`config.mk`:
```
export PLATFORM = sky130hd
export DESIGN_NAME = mode_select_register_flat
export DESIGN_NICKNAME = d
export VERILOG_FILES = /design/src/rtl/mode_select_register_pkg.sv /design/src/rtl/mode_select_register_if.sv /design/src/rtl/mode_reg_bit_cell.sv /design/src/rtl/mode_select_register.sv /design/src/flat_wrapper.sv
export SDC_FILE = /design/constraint.sdc
export NUM_CORES = 1
export LEC_CHECK = 0
export ABC_CLOCK_PERIOD_IN_PS = 1300
export BUFFER_PORTS_ARGS = -buffer_cell sky130_fd_sc_hd__buf_4
export CORE_AREA = 8 8 45 47
export CTS_CLUSTER_SIZE = 40
export DETAILED_ROUTE_END_ITERATION = 10
export DIE_AREA = 0 0 53 55
export GPL_ROUTABILITY_DRIVEN = 0
export SLEW_MARGIN = 0
export SYNTH_ARGS = -nofsm -noshare
export SYNTH_HDL_FRONTEND = slang
export SYNTH_SLANG_ARGS = --single-unit
export TNS_END_PERCENT = 20
```
`constraint.sdc`:
```
create_clock -name clk -period 1.3 [get_ports clk]
set_input_delay 0.26 -clock clk [delete_from_list [all_inputs] [get_ports clk]]
set_output_delay 0.26 -clock clk [all_outputs]
set_load 0.01 [all_outputs]
```
`src/rtl/mode_select_register_pkg.sv`:
```
// mode_select_register_pkg
//   Shared types and constants for the mode select register.
//   mode_t    : 2-bit next-state function select (hold/complement/shr/shl)
//   RESET_BIT : value every register bit takes while reset is asserted
package mode_select_register_pkg;

  typedef enum logic [1:0] {
    MODE_HOLD = 2'b00,
    MODE_CMPL = 2'b01,
    MODE_SHR  = 2'b10,
    MODE_SHL  = 2'b11
  } mode_t;

  localparam logic RESET_BIT = 1'b0;

endpackage : mode_select_register_pkg

```
`src/rtl/mode_select_register_if.sv`:
```
// mode_select_register_if
//   Bus bundle for the mode select register.
//   d    : data input; d[WIDTH-1] = shift-right fill, d[0] = shift-left fill
//   s    : mode select (mode_t)
//   load : parallel load strobe (only with MODE_REG_PARALLEL_LOAD_EN)
//   y    : registered register contents
//   Modports: master drives d/s/load and observes y; slave is the register.
interface mode_select_register_if #(
  parameter int WIDTH = 4
);
  import mode_select_register_pkg::*;

  logic [WIDTH-1:0] d;
  mode_t            s;
  logic [WIDTH-1:0] y;
`ifdef MODE_REG_PARALLEL_LOAD_EN
  logic             load;
`endif

`ifdef MODE_REG_PARALLEL_LOAD_EN
  modport master (output d, output s, output load, input y);
  modport slave  (input d, input s, input load, output y);
`else
  modport master (output d, output s, input y);
  modport slave  (input d, input s, output y);
`endif

endinterface : mode_select_register_if

```
`src/rtl/mode_reg_bit_cell.sv`:
```
// mode_reg_bit_cell
//   One register bit: a 4:1 next-state mux over {self, ~self, shr_src,
//   shl_src} feeding an async-reset D flip-flop.
//   clk      : rising-edge clock
//   rst      : asynchronous active-high reset, forces q to RESET_BIT
//   mode     : next-state select
//   shr_src  : bit taken on shift right (next-higher bit, or the MSB fill)
//   shl_src  : bit taken on shift left (next-lower bit, or the LSB fill)
//   load     : parallel load strobe (MODE_REG_PARALLEL_LOAD_EN only)
//   load_bit : value captured on load (MODE_REG_PARALLEL_LOAD_EN only)
//   q        : registered bit
module mode_reg_bit_cell
  import mode_select_register_pkg::*;
(
  input  logic  clk,
  input  logic  rst,
  input  mode_t mode,
  input  logic  shr_src,
  input  logic  shl_src,
`ifdef MODE_REG_PARALLEL_LOAD_EN
  input  logic  load,
  input  logic  load_bit,
`endif
  output logic  q
);

  function automatic logic next_bit(input mode_t m, input logic self,
                                    input logic r_src, input logic l_src);
    logic nb;
    case (m)
      MODE_HOLD: nb = self;
      MODE_CMPL: nb = ~self;
      MODE_SHR:  nb = r_src;
      default:   nb = l_src;
    endcase
    return nb;
  endfunction

  always_ff @(posedge clk or posedge rst) begin
    if (rst) begin
      q <= RESET_BIT;
`ifdef MODE_REG_PARALLEL_LOAD_EN
    end else if (load) begin
      q <= load_bit;
`endif
    end else begin
      q <= next_bit(mode, q, shr_src, shl_src);
    end
  end

endmodule : mode_reg_bit_cell

```
`src/rtl/mode_select_register.sv`:
```
// mode_select_register
//   WIDTH-bit parallel-out register whose next state each clock is chosen
//   by a 2-bit mode: hold, complement, shift right, shift left. The data
//   bus only supplies the serial fill bits (d[WIDTH-1] for shift right,
//   d[0] for shift left) unless MODE_REG_PARALLEL_LOAD_EN is defined, in
//   which case load=1 captures all of d, overriding the mode.
//   clk : rising-edge clock
//   rst : asynchronous active-high reset, clears y immediately
//   bus : mode_select_register_if.slave (d, s, [load], y)
module mode_select_register
  import mode_select_register_pkg::*;
#(
  parameter int WIDTH = 4
) (
  input logic                   clk,
  input logic                   rst,
  mode_select_register_if.slave bus
);

  logic [WIDTH-1:0] q;

  for (genvar i = 0; i < WIDTH; i++) begin : g_bit
    logic shr_src;
    logic shl_src;

    // End cells take the fill bits; inner cells take their neighbours.
    if (i == WIDTH - 1) begin : g_msb
      assign shr_src = bus.d[WIDTH-1];
    end else begin : g_inner_r
      assign shr_src = q[i+1];
    end

    if (i == 0) begin : g_lsb
      assign shl_src = bus.d[0];
    end else begin : g_inner_l
      assign shl_src = q[i-1];
    end

    mode_reg_bit_cell u_cell (
      .clk      (clk),
      .rst      (rst),
      .mode     (bus.s),
      .shr_src  (shr_src),
      .shl_src  (shl_src),
`ifdef MODE_REG_PARALLEL_LOAD_EN
      .load     (bus.load),
      .load_bit (bus.d[i]),
`endif
      .q        (q[i])
    );
  end

  assign bus.y = q;

endmodule : mode_select_register

```
`src/flat_wrapper.sv`:
```
// flat-port wrapper written by rule: the top's interface ports become plain ports
module mode_select_register_flat import mode_select_register_pkg::*;
#(
  parameter int WIDTH = 4
)
  (clk, rst, bus_d, bus_s, bus_y);
  mode_select_register_if #(.WIDTH(WIDTH)) bus_i ();
  input logic clk;
  input logic rst;
  input wire logic [$bits(bus_i.d)-1:0] bus_d;
  input wire logic [$bits(bus_i.s)-1:0] bus_s;
  output wire logic [$bits(bus_i.y)-1:0] bus_y;
  assign bus_i.d = bus_d;
  assign bus_i.s = bus_s;
  assign bus_y = bus_i.y;
  mode_select_register #(.WIDTH(WIDTH)) u_core (.clk(clk), .rst(rst), .bus(bus_i));
endmodule
```
==> results.tsv, run 1 <==
metric	value	unit
status	finished clean	
Period Utilization, post-route	82.9	%
Die X-Extent	53	microns
final core occ	29.3	%
layout cells sized above 1	33.3	%
skew final	0.000446	ns
post-DP HPWL	541	microns
post-route ant nets	0	
Synth Warn #	0	
initial antenna violation count	0	
Slew Viols, Final	0	
Seq pwr share	38.2	%
Core Region	1380	sq um
combinational share of power	29.8	%
largest registers	u_core.g_bit.u_cell.q: 4 flops	
CP Cell Sequence	buf_4	
TritonRoute pass-1 iters	2	
initial core utilization	22.4	%
CP Launch Type	flip-flop	
Sw Ratio	29.5	%
reg2reg start	u_core.g_bit[2].u_cell.q$_DFFE_PP0P_	
critical path type	flip-flop to primary output	
Leakage	0.209	nW
Switch Pwr	0.136	mW
worst path bufs/invs	1	
via count	271	
final hold violation count	0	
number of nets in the layout	58	
sequential fraction of the synthesis area	32.3	%
post_cts resized	0	
Yosys reg bits	4	
Worst R2R Path Depth	3	
Data required, critical path	1.04	ns
cts hold-fix bufs	1	
GRT Total Usage	5.53	%
CP max FO	5	
Residual DRC	0	
hold wc startpoint	bus_d[3]	
die extent in y	55	microns
max_slew headroom	88.0	%
crit path from	u_core.g_bit[2].u_cell.q$_DFFE_PP0P_	
first-pass GRT wire length	1.16	mm
flop2flop setup slack	0.44	ns
pwr dens	1140	nW/um^2
Min-Delay Path Class	input pin to flip-flop	
initial DRC count	5	
Cell Int Power	0.325	mW
max cap viols	0	
Max Buffers Root-to-Sink	2	
final setup TNS	0	ns
CTS tree	yes	
max reg flops	4	
Die Area	2920	sq um
CP top delay family	flip-flops	
final setup violation count	0	
CP Capture Type	primary output	
Yosys top cell area share	32.3	%
power share of the clock group	32.0	%
port buffer count	9	
DRT Wirelength	673	microns
Ports	12	
clock sinks	4	
total setup buffers inserted after CTS	0	
Reg clk slew, reported paths	0.04	ns
Area Growth Syn to Fin	30.6	%
hold path cells	3	
WL per Instance	11.0	microns
Yosys cell types	13	
largest net degree at the start of global routing	12	
top cells by area, synth	dfrtp_1 (32%), ha_1 (12%), a32oi_1 (11%), buf_4 (9.7%), nor2_1 (6.0%)	
RSZ-0062 raised after global routing	false	
Cells after Synth	36	
vias in the first global route	303	
H-tree Lvls	1	
worst r2r dst	u_core.g_bit[2].u_cell.q$_DFFE_PP0P_	
Netlist Area Pre-Place	310	sq um
CP max-delay cell	dfrtp_1	
TritonCTS buffer count	3	
Worst-Margin Slew	0.181	ns
CTS root buffer	clkbuf_4	
CP peak stage delay	0.42	ns
leading area contributor after synthesis	dfrtp_1	
Hold Path End	u_core.g_bit[3].u_cell.q$_DFFE_PP0P_	
GRT overflow	0	
worst vdd ir	0.000247	V
fin crit period	1.08	ns
largest reg by FF count	u_core.g_bit.u_cell.q	
FMAX	928	MHz
Syn Area/Cell	8.62	sq um
post-synth net total	47	
antenna cells	0	
CP arrival	0.82	ns
row cnt	14	
clk_lat worst skew	0.23	ns
via/cell ratio	4.44	
[power by group through the flow]
stage | clock, mW | sequential, mW | combinational (mW)
after floorplan | 0 | 0.168 | 0.106
after global placement | 0 | 0.176 | 0.135
after detailed placement | 0 | 0.178 | 0.137
after CTS | 0.155 | 0.176 | 0.140
after global routing | 0.156 | 0.182 | 0.156
final | 0.148 | 0.176 | 0.137
[Yosys cell counts (all sizes together)]
| library cell | number |
|---|---|
| ha | 3 |
| clkbuf | 1 |
| a22oi | 2 |
| and3b | 1 |
| a32oi | 4 |
| nor3b | 2 |
| dfrtp | 4 |
| a21oi | 2 |
| inv | 3 |
| nand2 | 4 |
| buf | 5 |
| nor2 | 5 |
[stage by stage]
stage	setup WS, ns	std cells	total power, mW	area [sq um]	hold slack [ns]
global route	0.183	61	0.494	405	0.272
global placement	0.0540	57	0.311	373	0.154
CTS	0.218	61	0.470	405	0.237
detailed placement	0.0221	57	0.315	373	0.155
floorplan	0.0866	36	0.275	310	0.0261
finish	0.222	61	0.461	405	0.248
[worst max path at each step]
stage / slack (ns) / end / cells after the start
2_1_floorplan: 0.09 / u_core.g_bit[2].u_cell.q$_DFFE_PP0P_ / 6
3_5_place_dp: 0.02 / u_core.g_bit[2].u_cell.q$_DFFE_PP0P_ / 6
5_1_grt: 0.18 / bus_y[2] / 1
6_report: 0.22 / bus_y[2] / 1
3_3_place_gp: 0.05 / u_core.g_bit[3].u_cell.q$_DFFE_PP0P_ / 6
4_1_cts: 0.22 / bus_y[2] / 1
[cell type report]
cell class | instances | area (sq um)
multi-input cells | 23 | 159
well taps | 16 | 20.0
fillers | 145 | 978
inverters | 3 | 11.3
flip-flops and latches | 4 | 100
repair buffers | 12 | 92.6
clock buffers | 3 | 22.5
[logic make-up after synthesis]
family | after synthesis | share of synthesized area [%]
adders and majority gates | 3 | 12.1
and+or+nand+nor | 12 | 19.8
AOI/OAI and AO/OA | 8 | 19.4
buffers and inverters | 9 | 16.5
DFF | 4 | 32.3
[metal layers]
layer	GRT usage (%)	routed length, microns	up-vias
met5	0	0	-
met3	1.87	56	0
met2	9.18	351	7
met1	4.89	265	123
met4	6.47	0	0
li1	-	-	141
[cell usage in the layout (no fill, tap or decap)]
cell type and count:
dfrtp_1 4, nand2_1 4, buf_4 11, clkbuf_4 3, a21oi_1 2, inv_1 3, nor2_1 5, dlygate4sd3_1 1
ha_1 3, a22oi_1 2, and3b_4 1, a32oi_1 4, nor3b_1 2
Power figures use the tool's default switching activity.
==> inputs of run 2 (changes only) <==
- ABC_CLOCK_PERIOD_IN_PS: 1300 -> 1100
- clock period: 1.3 -> 1.1 ns (I/O delays scaled with it)
==> run 2 against run 1 <==
Net effect: final cell count increased by 3.3%; global-route usage decreased by 0.55 points; utilization increased by 3.1 points; sequential share of layout area decreased by 2.3 points; clock-buffer cell count unchanged; first-iteration DRC count increased by 100%; highest routed layer unchanged.
==> results.tsv, run 2 (synthesized netlist as in run 1, its figures left out) <==
metric	value	unit
status	finished clean	
worst r2r dst	u_core.g_bit[2].u_cell.q$_DFFE_PP0P_	
GRT Total Usage	4.98	%
Core Region	1380	sq um
Leakage	0.221	nW
skew final	0.00405	ns
Worst path depth	1	
Worst-Margin Slew	0.166	ns
pwr dens	1260	nW/um^2
Placement Cell Area	415	sq um
largest net degree at the start of global routing	12	
max reg flops	4	
post-route ant nets	0	
GRT overflow	0	
via/cell ratio	4.60	
Die X-Extent	53	microns
port buffer count	9	
die extent in y	55	microns
Inst Count DP	59	
CP max-delay cell	dfrtp_1	
initial core utilization	22.4	%
fillers	143	
CP Capture Type	primary output	
Switch Pwr	0.163	mW
row cnt	14	
Ports	12	
Residual DRC	0	
leading cell type in the layout, fill and taps excluded	buf_4	
Data required, critical path	0.88	ns
largest reg by FF count	u_core.g_bit.u_cell.q	
final core occ	32.4	%
final hold violation count	0	
RSZ-0062 raised after global routing	false	
CP arrival	0.81	ns
combinational share of power	32.7	%
reg2reg start	u_core.g_bit[1].u_cell.q$_DFFE_PP0P_	
WL per Instance	10.5	microns
via count	290	
CP peak stage delay	0.41	ns
fin cells	63	
final worst slack	0.0707	ns
initial DRC count	10	
clk_lat worst skew	0.23	ns
CP max FO	5	
clock sinks	4	
post_cts resized	0	
number of nets in the layout	60	
Period Utilization, post-route	93.6	%
TritonCTS buffer count	3	
power share of the clock group	30.7	%
CP Cell Sequence	buf_4	
post-DP HPWL	560	microns
Min Hold Slack	0.205	ns
Min-Delay Path Class	input pin to flip-flop	
Reg clk slew, reported paths	0.04	ns
FMAX	972	MHz
antenna cells	0	
Final Cell Area	448	sq um
CTS tree	yes	
hold wc startpoint	bus_d[3]	
CP Launch Type	flip-flop	
H-tree Lvls	1	
Sw Ratio	28.9	%
largest registers	u_core.g_bit.u_cell.q: 4 flops	
Hold Path End	u_core.g_bit[3].u_cell.q$_DFFE_PP0P_	
worst path bufs/invs	1	
vias in the first global route	276	
most frequent cells in the layout	buf_4 (12), nor2_1 (5), a32oi_1 (4), nand2_1 (4), dfrtp_1 (4)	
initial antenna violation count	0	
max_slew headroom	88.9	%
Cell Int Power	0.401	mW
hold path cells	3	
TritonRoute pass-1 iters	4	
Area Growth Syn to Fin	44.4	%
Max Buffers Root-to-Sink	2	
final setup violation count	0	
first-pass GRT wire length	1.06	mm
fin crit period	1.03	ns
DRT Wirelength	661	microns
critical path type	flip-flop to primary output	
max cap viols	0	
Worst R2R Path Depth	3	
Die Area	2920	sq um
final setup TNS	0	ns
Post-Place Setup Slack	-0.0619	ns
Pwr Total	0.564	mW
layout cells sized above 1	42.6	%
CP top delay family	flip-flops	
Seq pwr share	36.6	%
Slew Viols, Final	0	
CTS root buffer	clkbuf_4	
worst vdd ir	0.000313	V
flop2flop setup slack	0.25	ns
-- run 2: final cells by class --
cell class | count | area [sq um] | area share, %
repair buffers | 14 | 120 | 26.8
inverters | 3 | 13.8 | 3.07
clock buffers | 3 | 22.5 | 5.03
multi-input cells | 23 | 171 | 38.3
well taps | 16 | 20.0 | 4.47
flip-flops and latches | 4 | 100 | 22.3
-- run 2: worst max-delay path by stage --
stage | end | from
3_5_place_dp | u_core.g_bit[2].u_cell.q$_DFFE_PP0P_ | bus_s[0]
5_1_grt | bus_y[1] | u_core.g_bit[1].u_cell.q$_DFFE_PP0P_
6_report | bus_y[1] | u_core.g_bit[1].u_cell.q$_DFFE_PP0P_
2_1_floorplan | u_core.g_bit[2].u_cell.q$_DFFE_PP0P_ | bus_s[0]
3_3_place_gp | u_core.g_bit[2].u_cell.q$_DFFE_PP0P_ | bus_s[1]
4_1_cts | bus_y[1] | u_core.g_bit[1].u_cell.q$_DFFE_PP0P_
-- run 2: power groups by stage --
stage	combinational, mW	sequential, mW	clock (mW)
floorplan	0.137	0.199	0
global placement	0.184	0.208	0
detailed placement	0.186	0.208	0
CTS	0.189	0.207	0.183
global route	0.204	0.210	0.194
finish	0.185	0.206	0.173
-- run 2: layer usage --
layer	wire [microns]	GRT usage (%)	vias to the layer above
met3	56	2.94	0
met5	0	0	-
met2	350	8.59	11
met4	0	3.88	0
met1	255	4.11	134
li1	-	-	145
-- run 2: repair_timing --
| item | CTS | global route |
|---|---|---|
| hold buffers | 1 | 0 |
| hold endpoints to repair | 4 | 0 |
| setup buffers | 0 | 0 |
==> inputs of run 3 (changes only) <==
- SETUP_SLACK_MARGIN: unset -> 0.15
- SKIP_CTS_REPAIR_TIMING: unset -> 1
==> run 3 against run 2 <==
Net effect: flip-flop and latch count unchanged; maximum frequency up 0.20%; utilization up 3.7 points; setup slack better by 0.0020 ns; combinational power up 29%; clock skew up 0.0033 ns; critical path type unchanged; largest cell class unchanged.
==> results.tsv, run 3 (synthesized netlist as in run 1, its figures left out) <==
metric	value	unit
status	finished clean	
port buffer count	9	
via/cell ratio	4.75	
via count	318	
Worst-Margin Slew	0.184	ns
largest net degree at the start of global routing	8	
flop2flop setup slack	0.16	ns
max reg flops	4	
Data required, critical path	0.88	ns
TritonCTS buffer count	3	
area of the multi-input gates	171	sq um
Pwr Total	0.635	mW
hold path cells	3	
CP max FO	5	
final core occ	36.1	%
Core Region	1380	sq um
reg2reg start	u_core.g_bit[1].u_cell.q$_DFFE_PP0P_	
initial DRC count	16	
critical path type	flip-flop to primary output	
initial antenna violation count	0	
layout cells sized above 1	49.0	%
Die Area	2920	sq um
CP Cell Sequence	buf_6	
worst path bufs/invs	1	
max cap viols	0	
CTS root buffer	clkbuf_4	
antenna cells	0	
CTS tree	yes	
Reg clk slew, reported paths	0.04	ns
clk_lat worst skew	0.24	ns
Residual DRC	0	
Final Cell Area	499	sq um
leading cell type in the layout, fill and taps excluded	buf_4	
Slew Viols, Final	0	
row cnt	14	
vias in the first global route	285	
initial core utilization	22.4	%
post-route ant nets	0	
final setup violation count	0	
largest reg by FF count	u_core.g_bit.u_cell.q	
Ports	12	
H-tree Lvls	1	
first-pass GRT wire length	1.17	mm
final hold violation count	0	
worst r2r dst	u_core.g_bit[2].u_cell.q$_DFFE_PP0P_	
Post-Place Setup Slack	-0.0893	ns
CP arrival	0.81	ns
TritonRoute pass-1 iters	4	
Period Utilization, post-route	93.4	%
Hold Path End	u_core.g_bit[3].u_cell.q$_DFFE_PP0P_	
DRT Wirelength	771	microns
GRT overflow	0	
CP Launch Type	flip-flop	
Max Buffers Root-to-Sink	2	
FMAX	973	MHz
Reg area	101	sq um
Min Hold Slack	0.204	ns
Die X-Extent	53	microns
Area Growth Syn to Fin	60.9	%
largest registers	u_core.g_bit.u_cell.q: 4 flops	
CP max-delay cell	dfrtp_2	
Min-Delay Path Class	input pin to flip-flop	
CP peak stage delay	0.43	ns
CP top delay family	flip-flops	
hold wc startpoint	bus_d[3]	
number of nets in the layout	64	
fin crit period	1.03	ns
WL per Instance	11.5	microns
GRT Total Usage	5.91	%
worst vdd ir	0.000504	V
RSZ-0062 raised after global routing	true	
Worst R2R Path Depth	4	
fillers	144	
final worst slack	0.0728	ns
post-DP HPWL	572	microns
Placement Cell Area	435	sq um
Leakage	0.246	nW
skew final	0.00738	ns
clock sinks	4	
most frequent cells in the layout	buf_4 (14), nor2_1 (5), a32oi_1 (4), nand2_1 (4)	
max_slew headroom	87.7	%
CP Capture Type	primary output	
pwr dens	1270	nW/um^2
die extent in y	55	microns
## run 3: per-layer routing
| layer | global-route usage [%] | vias up | share of wire [%] |
|---|---|---|---|
| li1 | - | 157 | - |
| met1 | 5.34 | 145 | 42 |
| met2 | 8.40 | 14 | 46 |
| met3 | 4.01 | 2 | 10 |
| met4 | 6.47 | 0 | 2.5 |
| met5 | 0 | - | 0 |
## run 3: worst max-delay path by stage
stage	depth (start not counted)	from	endpoint	slack [ns]
global route	1	u_core.g_bit[2].u_cell.q$_DFFE_PP0P_	bus_y[2]	0.05
detailed placement	6	bus_s[1]	u_core.g_bit[2].u_cell.q$_DFFE_PP0P_	-0.09
finish	1	u_core.g_bit[2].u_cell.q$_DFFE_PP0P_	bus_y[2]	0.07
floorplan	6	bus_s[1]	u_core.g_bit[2].u_cell.q$_DFFE_PP0P_	0.01
global placement	6	bus_s[1]	u_core.g_bit[2].u_cell.q$_DFFE_PP0P_	-0.09
CTS	1	u_core.g_bit[2].u_cell.q$_DFFE_PP0P_	bus_y[2]	0.05
## run 3: report_power, final
group | leakage (nW) | total [mW] | internal [mW] | switching (mW)
clock | 0.0138 | 0.190 | 0.123 | 0.0676
sequential | 0.0501 | 0.206 | 0.176 | 0.0299
combinational | 0.182 | 0.239 | 0.143 | 0.0961
total | 0.246 | 0.635 | 0.442 | 0.194
## run 3: area by class of cell
cell class | instances | area share [%]
well taps | 16 | 4.01
repair buffers | 18 | 31.6
multi-input cells | 23 | 34.3
inverters | 3 | 5.26
flip-flops and latches | 4 | 20.3
clock buffers | 3 | 4.51
## run 3: per-stage QoR
step           setup TNS (ns)  cells
6_report                    0     67
5_1_grt                     0     67
4_1_cts                     0     63
3_5_place_dp           -0.287     60
3_3_place_gp           -0.297     60
2_1_floorplan               0     36
